`config.mk`:
```
export PLATFORM = sky130hd
export DESIGN_NAME = step_rate_controller_flat
export DESIGN_NICKNAME = d
export VERILOG_FILES = /design/src/rtl/step_rate_controller_if.sv /design/src/rtl/step_rate_controller.sv /design/src/flat_wrapper.sv
export SDC_FILE = /design/constraint.sdc
export NUM_CORES = 1
export LEC_CHECK = 0
export CAP_MARGIN = 20
export CORE_ASPECT_RATIO = 0.75
export CORE_MARGIN = 2
export CORE_UTILIZATION = 45
export CTS_BUF_LIST = sky130_fd_sc_hd__clkbuf_8
export CTS_CLUSTER_DIAMETER = 100
export DETAILED_ROUTE_END_ITERATION = 8
export PLACE_DENSITY = 0.69
export SYNTH_ARGS = -nofsm -noshare
export SYNTH_HDL_FRONTEND = slang
export SYNTH_SLANG_ARGS = --single-unit
```
`constraint.sdc`:
```
create_clock -name clk_50m -period 3.5 [get_ports clk_50m]
set_clock_uncertainty 0.15 [all_clocks]
set_input_delay 0.7 -clock clk_50m [delete_from_list [all_inputs] [get_ports clk_50m]]
set_output_delay 0.7 -clock clk_50m [all_outputs]
set_load 0.01 [all_outputs]
```
`src/rtl/step_rate_controller_if.sv`:
```
// Button/lock inputs and step outputs of step_rate_controller.
// master = board/bench side, slave = controller side.
interface step_rate_controller_if #(
    parameter int SHIFT_W   = 3,
    parameter int SHIFT_MAX = 7
);
    logic                 pll_locked;
    logic [1:0]           btn;
    logic [SHIFT_W-1:0]   shift_amount;
    logic [SHIFT_MAX:0]   step_val;
    logic                 count_en;
    logic                 shift_changed;
    logic                 limit_hit;
    logic                 conflict;

    modport master (
        output pll_locked, btn,
        input  shift_amount, step_val, count_en, shift_changed, limit_hit, conflict
    );

    modport slave (
        input  pll_locked, btn,
        output shift_amount, step_val, count_en, shift_changed, limit_hit, conflict
    );
endinterface

```
`src/rtl/step_rate_controller.sv`:
```
// Step-exponent sequencer for the LED counter: debounces two buttons on a slow tick
// and steps a saturating shift value. Hold-to-repeat is enabled by `define BTN_REPEAT_EN.
module step_rate_controller #(
    parameter int TICK_BITS      = 17,
    parameter int DEBOUNCE_TICKS = 20,
    parameter int SHIFT_W        = 3,
    parameter int SHIFT_MAX      = 7,
    parameter int SHIFT_INIT     = 0,
    parameter int HOLD_TICKS     = 100,
    parameter int REPEAT_TICKS   = 25
) (
    input logic                   clk_50m,
    input logic                   rst,
    step_rate_controller_if.slave bus
);
    typedef enum logic [1:0] {IDLE, PRESS, HELD} btn_state_e;

    localparam int DB_W   = 6;
    localparam int STEP_W = SHIFT_MAX + 1;

    logic [1:0]           btn_meta, btn_sync;
    logic [1:0]           pressed;
    logic [TICK_BITS-1:0] presc;
    logic                 tick;
    logic                 count_en_q;

    btn_state_e           state_q [2];
    btn_state_e           state_d [2];
    logic [DB_W-1:0]      cnt_q   [2];
    logic [DB_W-1:0]      cnt_d   [2];
    logic [1:0]           ev;

    logic [SHIFT_W-1:0]   shift_q, shift_d;
    logic [STEP_W-1:0]    step_q;
    logic                 chg_q, lim_q, conf_q;
    logic                 chg_d, lim_d, conf_d;

`ifdef BTN_REPEAT_EN
    localparam int HOLD_MAX = (HOLD_TICKS > REPEAT_TICKS) ? HOLD_TICKS : REPEAT_TICKS;
    localparam int HOLD_W   = $clog2(HOLD_MAX + 1);

    logic [HOLD_W-1:0]    hold_q [2];
    logic [HOLD_W-1:0]    hold_d [2];
    logic [HOLD_W-1:0]    hold_inc [2];
    logic [1:0]           rep_q, rep_d;
`else
    logic unused_repeat_cfg;
    assign unused_repeat_cfg = ^{HOLD_TICKS, REPEAT_TICKS};
`endif

    assign pressed = ~btn_sync;
    // The tick is the cycle in which the prescaler wraps; it is gated by lock like the count.
    assign tick    = bus.pll_locked & (&presc);

    always_comb begin
        // NOTE: every combinational output gets a default first, so no path can infer a latch.
        for (int b = 0; b < 2; b++) begin
            state_d[b] = state_q[b];
            cnt_d[b]   = cnt_q[b];
            ev[b]      = 1'b0;
`ifdef BTN_REPEAT_EN
            hold_inc[b] = hold_q[b] + HOLD_W'(1);
            hold_d[b]   = (state_q[b] == HELD) ? hold_q[b] : '0;
            rep_d[b]    = (state_q[b] == HELD) ? rep_q[b]  : 1'b0;
`endif
            if (tick) begin
                unique case (state_q[b])
                    IDLE: begin
                        if (pressed[b]) begin
                            if (DEBOUNCE_TICKS == 1) begin
                                state_d[b] = HELD;
                            end else begin
                                state_d[b] = PRESS;
                                cnt_d[b]   = DB_W'(1);
                            end
                        end
                    end
                    PRESS: begin
                        if (!pressed[b]) begin
                            state_d[b] = IDLE;
                            cnt_d[b]   = '0;
                        end else if (cnt_q[b] + DB_W'(1) == DB_W'(DEBOUNCE_TICKS)) begin
                            state_d[b] = HELD;
                            cnt_d[b]   = '0;
                        end else begin
                            cnt_d[b]   = cnt_q[b] + DB_W'(1);
                        end
                    end
                    HELD: begin
                        if (!pressed[b]) begin
                            state_d[b] = IDLE;
`ifdef BTN_REPEAT_EN
                            ev[b]      = ~rep_q[b];
                        end else if (!rep_q[b] && hold_inc[b] == HOLD_W'(HOLD_TICKS)) begin
                            ev[b]      = 1'b1;
                            rep_d[b]   = 1'b1;
                            hold_d[b]  = '0;
                        end else if (rep_q[b] && hold_inc[b] == HOLD_W'(REPEAT_TICKS)) begin
                            ev[b]      = 1'b1;
                            hold_d[b]  = '0;
                        end else begin
                            hold_d[b]  = hold_inc[b];
`else
                            ev[b]      = 1'b1;
`endif
                        end
                    end
                    default: state_d[b] = IDLE;
                endcase
            end
        end
    end

    // Up and down arbitration; saturation absorbs the event and reports it on limit_hit.
    always_comb begin
        shift_d = shift_q;
        chg_d   = 1'b0;
        lim_d   = 1'b0;
        conf_d  = 1'b0;
        if (ev == 2'b11) begin
            conf_d = 1'b1;
        end else if (ev[0]) begin
            if (shift_q == SHIFT_W'(SHIFT_MAX)) begin
                lim_d = 1'b1;
            end else begin
                shift_d = shift_q + SHIFT_W'(1);
                chg_d   = 1'b1;
            end
        end else if (ev[1]) begin
            if (shift_q == '0) begin
                lim_d = 1'b1;
            end else begin
                shift_d = shift_q - SHIFT_W'(1);
                chg_d   = 1'b1;
            end
        end
    end

    // NOTE: sequential state uses non-blocking (<=) so every flop samples pre-edge values.
    always_ff @(posedge clk_50m) begin
        if (rst) begin
            btn_meta   <= '1;
            btn_sync   <= '1;
            presc      <= '0;
            count_en_q <= 1'b0;
            shift_q    <= SHIFT_W'(SHIFT_INIT);
            step_q     <= STEP_W'(1) << SHIFT_INIT;
            chg_q      <= 1'b0;
            lim_q      <= 1'b0;
            conf_q     <= 1'b0;
            for (int b = 0; b < 2; b++) begin
                state_q[b] <= IDLE;
                cnt_q[b]   <= '0;
`ifdef BTN_REPEAT_EN
                hold_q[b]  <= '0;
                rep_q[b]   <= 1'b0;
`endif
            end
        end else begin
            btn_meta   <= bus.btn;
            btn_sync   <= btn_meta;
            count_en_q <= bus.pll_locked;
            if (bus.pll_locked) begin
                presc <= presc + TICK_BITS'(1);
            end
            shift_q    <= shift_d;
            step_q     <= STEP_W'(1) << shift_d;
            chg_q      <= chg_d;
            lim_q      <= lim_d;
            conf_q     <= conf_d;
            for (int b = 0; b < 2; b++) begin
                state_q[b] <= state_d[b];
                cnt_q[b]   <= cnt_d[b];
`ifdef BTN_REPEAT_EN
                hold_q[b]  <= hold_d[b];
                rep_q[b]   <= rep_d[b];
`endif
            end
        end
    end

    assign bus.shift_amount  = shift_q;
    assign bus.step_val      = step_q;
    assign bus.count_en      = count_en_q;
    assign bus.shift_changed = chg_q;
    assign bus.limit_hit     = lim_q;
    assign bus.conflict      = conf_q;
endmodule

```
`src/flat_wrapper.sv`:
```
// flat-port wrapper written by rule: the top's interface ports become plain ports
module step_rate_controller_flat 
#(
    parameter int TICK_BITS      = 17,
    parameter int DEBOUNCE_TICKS = 20,
    parameter int SHIFT_W        = 3,
    parameter int SHIFT_MAX      = 7,
    parameter int SHIFT_INIT     = 0,
    parameter int HOLD_TICKS     = 100,
    parameter int REPEAT_TICKS   = 25
)
  (clk_50m, rst, bus_pll_locked, bus_btn, bus_shift_amount, bus_step_val, bus_count_en, bus_shift_changed, bus_limit_hit, bus_conflict);
  step_rate_controller_if #(.SHIFT_W(SHIFT_W), .SHIFT_MAX(SHIFT_MAX)) bus_i ();
  input logic clk_50m;
  input logic rst;
  input wire logic [$bits(bus_i.pll_locked)-1:0] bus_pll_locked;
  input wire logic [$bits(bus_i.btn)-1:0] bus_btn;
  output wire logic [$bits(bus_i.shift_amount)-1:0] bus_shift_amount;
  output wire logic [$bits(bus_i.step_val)-1:0] bus_step_val;
  output wire logic [$bits(bus_i.count_en)-1:0] bus_count_en;
  output wire logic [$bits(bus_i.shift_changed)-1:0] bus_shift_changed;
  output wire logic [$bits(bus_i.limit_hit)-1:0] bus_limit_hit;
  output wire logic [$bits(bus_i.conflict)-1:0] bus_conflict;
  assign bus_i.pll_locked = bus_pll_locked;
  assign bus_i.btn = bus_btn;
  assign bus_shift_amount = bus_i.shift_amount;
  assign bus_step_val = bus_i.step_val;
  assign bus_count_en = bus_i.count_en;
  assign bus_shift_changed = bus_i.shift_changed;
  assign bus_limit_hit = bus_i.limit_hit;
  assign bus_conflict = bus_i.conflict;
  step_rate_controller #(.TICK_BITS(TICK_BITS), .DEBOUNCE_TICKS(DEBOUNCE_TICKS), .SHIFT_W(SHIFT_W), .SHIFT_MAX(SHIFT_MAX), .SHIFT_INIT(SHIFT_INIT), .HOLD_TICKS(HOLD_TICKS), .REPEAT_TICKS(REPEAT_TICKS)) u_core (.clk_50m(clk_50m), .rst(rst), .bus(bus_i));
endmodule
```
[Word level (Yosys, flattened, before mapping)]
Memory sizes are Yosys's and may differ from the RTL's.
Index checks and enable logic that the tools add are counted.
Storage, ports and cells
  flip-flop bits (word level): 36
  latch bits: 0
  RAM bits: 16
  ROM bits: 0
  input port bits: 5
  output and inout port bits: 15
  logic and storage cells: 85
  memories kept: 2
Memories
  u_core.cnt_q: words 2, bits a word 6, read ports 2, clocked after Yosys merged registers in 0, write ports 2, line step_rate_controller.sv:29  | logic [DB_W-1:0] cnt_q [2];
  u_core.state_q: words 2, bits a word 2, read ports 2, clocked after Yosys merged registers in 0, write ports 2, line step_rate_controller.sv:27  | btn_state_e state_q [2];
Cells by class
  add/sub/neg operators: 5
  multiply operators: 0
  divide/modulo/power cells: 0
  $lt $le $gt $ge: 0
  equal/unequal tests: 8
  shifts and indexed selects: 1
  mux-type cells: 49
  bitwise logic cells: 6
  reductions and logical operators: 5
Operators by type and width (number)
  $mux 6: 10
  $mux 2: 12
  $pmux 6 s2: 2
  $mux 1: 18
  $add 17x1->17 const B: 1
  $reduce_and 17->1: 1
  $mux 3: 5
  $add 6x1->6 const B: 2
  $eq 6x5->1 const B: 2
  $pmux 2 s3: 2
  $shl 1x3->8 const A: 1
  $eq 2x2->1 const B: 3
  $eq 2x1->1 const B: 2
  $logic_not 2->1: 2
  $or 1x1->1: 4
  $add 3x1->3 const B: 1
  $eq 3x3->1 const B: 1
  $logic_not 3->1: 1
  $sub 3x1->3 const B: 1
  $not 2->2: 1
  $reduce_or 2->1: 1
  $and 1x1->1: 1

[Depth between registers and ports, before layout]
Gate-level depths: netlist of run 1.
  depth in word-level cells: 8
  depth in mapped cells: 12
  gate-level depth less buffers: 10

[Least setup slack after synthesis of run 1]
OpenSTA, ideal clock, no wires.
  path type: register to register
  from: reg u_core.presc[3]
  to: reg u_core.step_q[2], in the netlist u_core.bus.step_val[2]
  library setup time: 0.073 ns
  data arrival time: 2.337 ns
  data required time: 3.277 ns
  setup slack: 0.941 ns
  cell stages (with the launch flop): 10
  buffers on the path: 0
  period minus slack after synthesis: 2.559 ns
  cells stage by stage: dfxtp_1 and4_1 nand3_1 nor3_1 ha_1 nand2_1 or4_1 a211o_1 or2_4 nor3b_2
On the way
  longest elaborated chain between the ends: 7
  elaborated cells between the ends (all ways): 9
  those cells by class: eq/ne: 1; shift: 1; mux: 5; bitwise: 1; reduce/logical: 1
RTL lines
  from (decl): line step_rate_controller.sv:23  | logic [TICK_BITS-1:0] presc;
  from (signal assigned): line step_rate_controller.sv:164  | presc <= presc + TICK_BITS'(1);
  $reduce_and 17->1 *: line step_rate_controller.sv:53  | assign tick = bus.pll_locked & (&presc);
  $and 1x1->1 *: line step_rate_controller.sv:53
  $mux 1: line step_rate_controller.sv:66  | if (tick) begin
  $mux 3: line step_rate_controller.sv:129  | end else if (ev[1]) begin
  $mux 3: line step_rate_controller.sv:122  | end else if (ev[0]) begin
  $mux 3 *: line step_rate_controller.sv:120  | if (ev == 2'b11) begin
  $shl 1x3->8 *: line step_rate_controller.sv:167  | step_q <= STEP_W'(1) << shift_d;
  to (signal assigned): line step_rate_controller.sv:147  | step_q <= STEP_W'(1) << SHIFT_INIT;
  to (signal assigned): line step_rate_controller.sv:167
  to (decl): line step_rate_controller.sv:34  | logic [STEP_W-1:0] step_q;
Mark *: on every way between the ends. The rest lies on a longest branch, timed or not.
A chain may end at the register's enable or synchronous reset.

[Worst setup path in the final report of run 1]
  from: reg u_core.presc[10]
  to: reg u_core.step_q[5], in the netlist u_core.bus.step_val[5]
The elaborated chain is that of the path after synthesis.

==> out/metrics.csv, run 1 <==
stage;metric;value;unit
outcome;outcome;completed;
power_and_ir_drop;sw frac;20.8;%
synth;synth warn;0;
clock_tree;Clock Sinks;52;
worst_hold_path;Hold Path Cell Cnt;1;
place;placed cells;332;
sta;Rel. slew slack;57.6;%
synth;register area share after synthesis;45.0;%
power_and_ir_drop;worst vdd ir;0.258;mV
critical_path;crit path DAT;3.09;ns
synth;Post-Synth Simple-Gate Area;29.1;%
power_and_ir_drop;Comb power frac;2.8;%
die;Core ar.;4930;sq um
critical_path;crit path max fanout;12;
finish;layout cells sized above 1;8.57;%
synth;Adder-Cell Fraction of Synth Area;3.79;%
power_and_ir_drop;Leak Pwr;0.942;nW
sta;Final Cycle Share;86.1;%
synth;cell area after synthesis;2310;sq um
clock_tree;htree depth;2;
critical_path;data required time of the critical path;3.57;ns
flow_run;maximum capacitance violations;0;
clock_tree;buffer count from post-CTS setup fixing;0;
clock_tree;CTS tree;built;
die;FP Rows;22;
worst_hold_path;Hold Path Origin;u_core.btn_meta[0];
synth;syn_nets;270;
clock_tree;CTS Buffer Depth;2;
critical_path;depth of the worst register-to-register path;10;
synth;FF+latch count, synth;52;
power_and_ir_drop;sequential share of power;57.8;%
place;Port Buffers;19;
grt;Total GRT Usage;15.7;%
synth;Cell variety after synth;45;
synth;ys async rst share;0;%
route;DRC viols;0;
die;Die Span X;86.8;um
synth;Gate Count Post-Synth;258;
critical_path;Setup CP Type;reg -> reg;
die;Starting Density;46.9;%
route;Vias/cell;5.34;
clock_tree;clock-pin slew on the worst setup and hold paths;0.10;ns
sta;Fmax;332;MHz
finish;final layout net count;291;
finish;n_diodes;0;
critical_path;CP Capture Type;flop;
grt;initial antenna violation count;0;
synth;Compound-Gate Fraction of Synth Area;12.8;%
finish;area grow syn2layout;16.4;%
route;Routed wire per std cell;12.0;um
die;Die Span Y;66.1;um
critical_path;CP Launch Type;flop;
critical_path;worst reg2reg endpoint;u_core.bus.step_val[5];
route;Final ANT Viol Nets;0;
clock_tree;post_cts resized;0;
worst_hold_path;Min-Delay Path Class;reg -> reg;
route;Initial DRT Pass Iterations;4;
place;Final GP Congestion;0.755;
sta;RSZ-0062 raised after global routing;false;
sta;Slew Viols, Final;0;
sta;actual slew at the worst max-slew pin;0.634;ns
sta;final hold violations;0;
sta;Setup-failing EPs final;0;
clock_tree;CTS Hold Buffers Added;0;
grt;vias in the first global route;1601;
critical_path;Worst R2R Setup Slack;0.49;ns
finish;Finished Layout Cells;340;
synth;post-synthesis mux area share;1.30;%
route;via count;1816;
worst_hold_path;hold endpoint;u_core.btn_sync[0];
sta;final setup TNS;0;ns
power_and_ir_drop;power per cell area;386;nW/um^2
route;initial DRC count;47;
route;WL final;4.07;mm
synth;xor/xnor share of the synthesized area;4.92;%
sta;fin crit period;3.01;ns
synth;largest family of logic cells by synthesized area;simple AND/OR/NAND/NOR gates;
synth;Avg Cell Area, Syn;8.96;sq um
critical_path;worst r2r src;u_core.presc[10];
die;Ports;20;
power_and_ir_drop;total net switching power;216;uW
power_and_ir_drop;Cell Int Power;822;uW
power_and_ir_drop;Clk network pwr share;39.4;%
die;die area;5730;sq um
place;post-DP HPWL;2.89;mm
grt;largest net degree at the start of global routing;18;
grt;Overflow after GRT;0;
clock_tree;Clock Latency Late Sink;0.30;ns
synth;Primary FF master, synth;dfxtp_1;
clock_tree;CTS Root Cell;clkbuf_8;
clock_tree;Num CTS Buffers;5;
grt;first-pass GRT wire length;7.21;mm
synth;Post-synth EDFFs;0;
-- state kept, by name, indices dropped and copies added, names as in the netlist, 2 cells and up --
name / count
u_core.btn_meta: 2
u_core.btn_sync: 2
u_core.bus.shift_amount: 3
u_core.bus.step_val: 8
u_core.cnt_q: 12
u_core.presc: 17
u_core.state_q: 4
-- cell usage in the layout, fill, tap and decap left out, types with 4 or more instances in the layout --
cell type	n
dfxtp_1	52
nor2_1	31
clkdlybuf4s50_1	19
a21oi_1	15
o21ai_0	14
nand2_1	13
nor2b_1	10
inv_1	9
nand3_1	9
nor3_1	8
or3_1	8
xnor2_1	7
ha_1	7
or2_2	6
xor2_1	6
nand4_1	5
clkbuf_8	5
nor4_1	4
buf_4	4
-- through the flow --
step	power [mW]	worst slack [ns]	hold slack (ns)	instance area (sq um)	utilization, %
after global placement	0.642	0.289	0.242	2570	52.1
after floorplan	0.632	0.941	0.239	2310	-
final	1.04	0.486	0.256	2690	54.6
after detailed placement	0.642	0.140	0.243	2570	52.1
after CTS	1.05	0.358	0.258	2680	54.4
after global routing	1.08	0.117	0.283	2690	54.6
-- synthesized netlist by cell type, drive strengths merged (3+ instances only) --
| cell type | n | area, sq um |
|---|---|---|
| a22oi | 3 | 22.5 |
| or4 | 3 | 22.5 |
| nand3 | 9 | 45.0 |
| dfxtp | 52 | 1040 |
| nor2b | 10 | 62.6 |
| nand4 | 5 | 31.3 |
| or2 | 7 | 46.3 |
| nor3 | 8 | 40.0 |
| xor2 | 6 | 52.6 |
| o21ai | 14 | 70.1 |
| and3 | 3 | 18.8 |
| nand2 | 13 | 48.8 |
| a21oi | 15 | 75.1 |
| nand3b | 3 | 22.5 |
| nor3b | 4 | 35.0 |
| nor4 | 4 | 25.0 |
| or3b | 3 | 26.3 |
| or3 | 8 | 50.1 |
| clkbuf | 7 | 26.3 |
| inv | 9 | 33.8 |
| mux2i | 3 | 30.0 |
| xnor2 | 7 | 61.3 |
| nor2 | 31 | 116 |
| ha | 7 | 87.6 |
-- cell families after synthesis --
group | after synthesis
DFF | 52
AOI/OAI and AO/OA | 44
buffers and inverters | 18
and+or+nand+nor | 121
muxes | 3
adders and majority gates | 7
xor gates and xnor gates | 13
-- power by group through the flow --
stage	registers, mW	logic (mW)	clock network (mW)
floorplan	0.613	0.0182	0
global placement	0.614	0.0280	0
detailed placement	0.614	0.0283	0
CTS	0.600	0.0288	0.423
global route	0.601	0.0323	0.447
finish	0.600	0.0286	0.409
-- area by class of cell --
class                           count  area (sq um)
Fill cell                         433          2240
Multi-Input combinational cell    188          1210
Sequential cell                    52          1040
Timing Repair Buffer               23           220
Tap cell                           60          75.1
Clock buffer                        5          68.8
Clock inverter                      3          42.5
Inverter                            9          33.8
-- worst max-delay path by stage --
stage                           startpoint                endpoint  depth (start not counted)
after floorplan            u_core.presc[3]  u_core.bus.step_val[2]                          9
after global placement      bus_pll_locked  u_core.bus.step_val[0]                          6
after detailed placement    bus_pll_locked  u_core.bus.step_val[0]                          6
after CTS                 u_core.presc[10]  u_core.bus.step_val[0]                         10
after global routing      u_core.presc[10]  u_core.bus.step_val[4]                         10
final                     u_core.presc[10]  u_core.bus.step_val[5]                         10
-- critical path, cell delays in order (launching register included) --
cell       delay (ns)
dfxtp_1          0.40
nand3_1          0.13
nor2_1           0.14
nand3_1          0.12
nor3_1           0.22
ha_1             0.17
nand2_1          0.24
a2111oi_4        0.54
mux2i_1          0.23
a221o_1          0.39
nor3_1           0.21
-- routing by layer --
layer,global-route usage (%),wire (um)
met5,0,0
met4,4.10,31
met3,3.75,117
met2,24.1,1750
met1,22.0,2180
(Power assumes the default switching activity.)
==> run 2, diff against run 1 <==
Settings changed: HOLD_SLACK_MARGIN set to 0.05, RECOVER_POWER set to 100.
==> out/metrics.csv, run 2 (synthesized netlist as in run 1, its figures left out) <==
stage;metric;value;unit;change
sta;setup slack after layout;0.473;ns;was 0.486 ns
clock_tree;htree depth;2;;unchanged
critical_path;CP Capture Type;flop;;unchanged
clock_tree;CTS Root Cell;clkbuf_8;;unchanged
power_and_ir_drop;Total Power;1.04;mW;about the same
critical_path;crit-path cells;dlygate4sd3_1, nand2_1, a2111oi_4, mux2i_1, a221o_1, nor3_1;;was nand3_1, nor2_1, nand3_1, nor3_1, ha_1, nand2_1, a2111oi_4, mux2i_1, a221o_1, nor3_1
critical_path;depth of the worst register-to-register path;10;;unchanged
finish;Finished Core Util;54.3;%;was 54.6%
finish;fin area;2680;sq um;was 2690 sq um
finish;Finished Layout Cells;340;;unchanged
grt;initial antenna violation count;0;;unchanged
sta;Slew Viols, Final;0;;unchanged
power_and_ir_drop;Clk network pwr share;39.5;%;was 39.4%
worst_hold_path;Hold Path Cell Cnt;1;;unchanged
finish;area grow syn2layout;15.7;%;was 16.4%
route;Routed wire per std cell;11.9;um;was 12.0 um
finish;register area;1040;sq um;unchanged
route;DRC viols;0;;unchanged
finish;filler instances;438;;was 433
flow_run;maximum capacitance violations;0;;unchanged
worst_hold_path;Min-Delay Path Class;reg -> reg;;unchanged
sta;Setup-failing EPs final;0;;unchanged
power_and_ir_drop;Leak Pwr;0.975;nW;was 0.942 nW
die;Ports;20;;unchanged
clock_tree;CTS tree;built;;unchanged
clock_tree;Num CTS Buffers;5;;unchanged
critical_path;crit path DAT;3.10;ns;was 3.09 ns
grt;Total GRT Usage;15.7;%;unchanged
place;Place WS;0.140;ns;unchanged
clock_tree;clock-pin slew on the worst setup and hold paths;0.10;ns;about the same
sta;final hold violations;0;;unchanged
die;Die Span Y;66.1;um;unchanged
place;Port Buffers;19;;unchanged
power_and_ir_drop;sw frac;20.8;%;about the same
critical_path;critical path's slowest cell;dlygate4sd3_1;;was a2111oi_4
power_and_ir_drop;total net switching power;216;uW;about the same
critical_path;WP depth;6;;was 10
finish;final layout net count;291;;unchanged
sta;Rel. slew slack;57.8;%;was 57.6%
die;FP Rows;22;;unchanged
outcome;outcome;completed;;unchanged
route;Final ANT Viol Nets;0;;unchanged
power_and_ir_drop;Comb power frac;2.5;%;was 2.8%
power_and_ir_drop;Cell Int Power;820;uW;was 822 uW
critical_path;Slowest Stage Delay on Critical Path;0.71;ns;was 0.54 ns
grt;first-pass GRT wire length;7.21;mm;unchanged
finish;leading cell type in the layout, fill and taps excluded;dfxtp_1;;unchanged
place;placed cells;332;;unchanged
power_and_ir_drop;worst vdd ir;0.258;mV;about the same
clock_tree;CTS Buffer Depth;2;;unchanged
critical_path;WP buf/inv;1;;was 0
finish;n_diodes;0;;unchanged
clock_tree;Clock Sinks;52;;unchanged
route;WL final;4.06;mm;was 4.07 mm
sta;Fmax;330;MHz;was 332 MHz
die;Die Span X;86.8;um;unchanged
critical_path;crit path max fanout;12;;unchanged
sta;RSZ-0062 raised after global routing;false;;unchanged
grt;Overflow after GRT;0;;unchanged
finish;max FFs per register;17;;unchanged
clock_tree;Clock Latency Late Sink;0.30;ns;about the same
sta;Fin Hold WS;0.256;ns;about the same
critical_path;crit-path leading delay family;compound AO/OA/AOI/OAI gates;;was simple AND/OR/NAND/NOR gates
place;Final GP Congestion;0.755;;unchanged
power_and_ir_drop;sequential share of power;57.9;%;was 57.8%
finish;multi-input logic area;1210;sq um;unchanged
die;Starting Density;46.9;%;unchanged
route;initial DRC count;47;;unchanged
clock_tree;CTS Hold Buffers Added;0;;unchanged
finish;commonest non-fill, non-tap cells in the layout;dfxtp_1, nor2_1, dlygate4sd3_1;;was dfxtp_1, nor2_1, clkdlybuf4s50_1
finish;layout cells sized above 1;7.14;%;was 8.57%
sta;fin crit period;3.03;ns;was 3.01 ns
critical_path;data required time of the critical path;3.57;ns;about the same
place;post-DP HPWL;2.89;mm;unchanged
power_and_ir_drop;power per cell area;387;nW/um^2;was 386 nW/um^2
grt;largest net degree at the start of global routing;18;;unchanged
die;Core ar.;4930;sq um;unchanged
finish;most flop-heavy register;u_core.presc;;unchanged
critical_path;CP Launch Type;input port;;was flop
die;die area;5730;sq um;unchanged
route;Initial DRT Pass Iterations;4;;unchanged
grt;vias in the first global route;1601;;unchanged
sta;final setup TNS;0;ns;unchanged
route;Vias/cell;5.34;;about the same
sta;Final Cycle Share;86.5;%;was 86.1%
place;Area after DPL;2570;sq um;unchanged
sta;actual slew at the worst max-slew pin;0.631;ns;was 0.634 ns
critical_path;Setup CP Type;in -> reg;;was reg -> reg
route;via count;1817;;was 1816
-- run 2: cell count changes in the layout (fill, tap and decap cells not counted) --
cell             before  now
clkdlybuf4s50_1      19    2
dlygate4sd3_1         0   17
clkbuf_1              0    4
buf_4                 4    0
-- run 2: worst paths after layout --
path	start	end	slack, ns
setup / recovery	bus_pll_locked	u_core.bus.step_val[5]	0.47
hold / removal	u_core.btn_meta[0]	u_core.btn_sync[0]	0.26
setup reg to reg	u_core.presc[10]	u_core.bus.step_val[5]	0.49
hold reg to reg	u_core.btn_meta[0]	u_core.btn_sync[0]	0.26
-- run 2: final cells by class --
type / instances / share of cell area [%]
multi-input combinational: 188 / 45.2
sequential: 52 / 38.9
timing repair buffer: 23 / 7.67
tap: 60 / 2.81
clock buffer: 5 / 2.57
clock inverter: 3 / 1.59
inverter: 9 / 1.26
-- run 2: power groups by stage --
stage | clock network [mW] | registers, mW | logic (mW)
after floorplan | 0 | 0.613 | 0.0182
after global placement | 0 | 0.614 | 0.0280
after detailed placement | 0 | 0.614 | 0.0283
after CTS | 0.423 | 0.600 | 0.0288
after global routing | 0.447 | 0.601 | 0.0301
final | 0.409 | 0.600 | 0.0264
-- run 2: repair_timing --
item / in CTS / in global routing
hold endpoints to repair: 0 / 0
setup endpoints to repair: 0 / 1
buffers inserted: 0 / 0
resized for setup: 0 / 1
-- run 2: per-layer routing --
metal  vias up  track usage (%)  share of wire [%]
li1        958                -                  -
met1       830             22.0                 54
met2        25             24.1                 43
met3         4             3.75                2.8
met4         0             4.10               0.76
met5         -                0                  0
==> run 3, diff against run 2 <==
Settings changed: CAP_MARGIN 20 to unset.
==> results of run 3 <==
The final DEF is identical to that of run 2; final timing and power are the same.
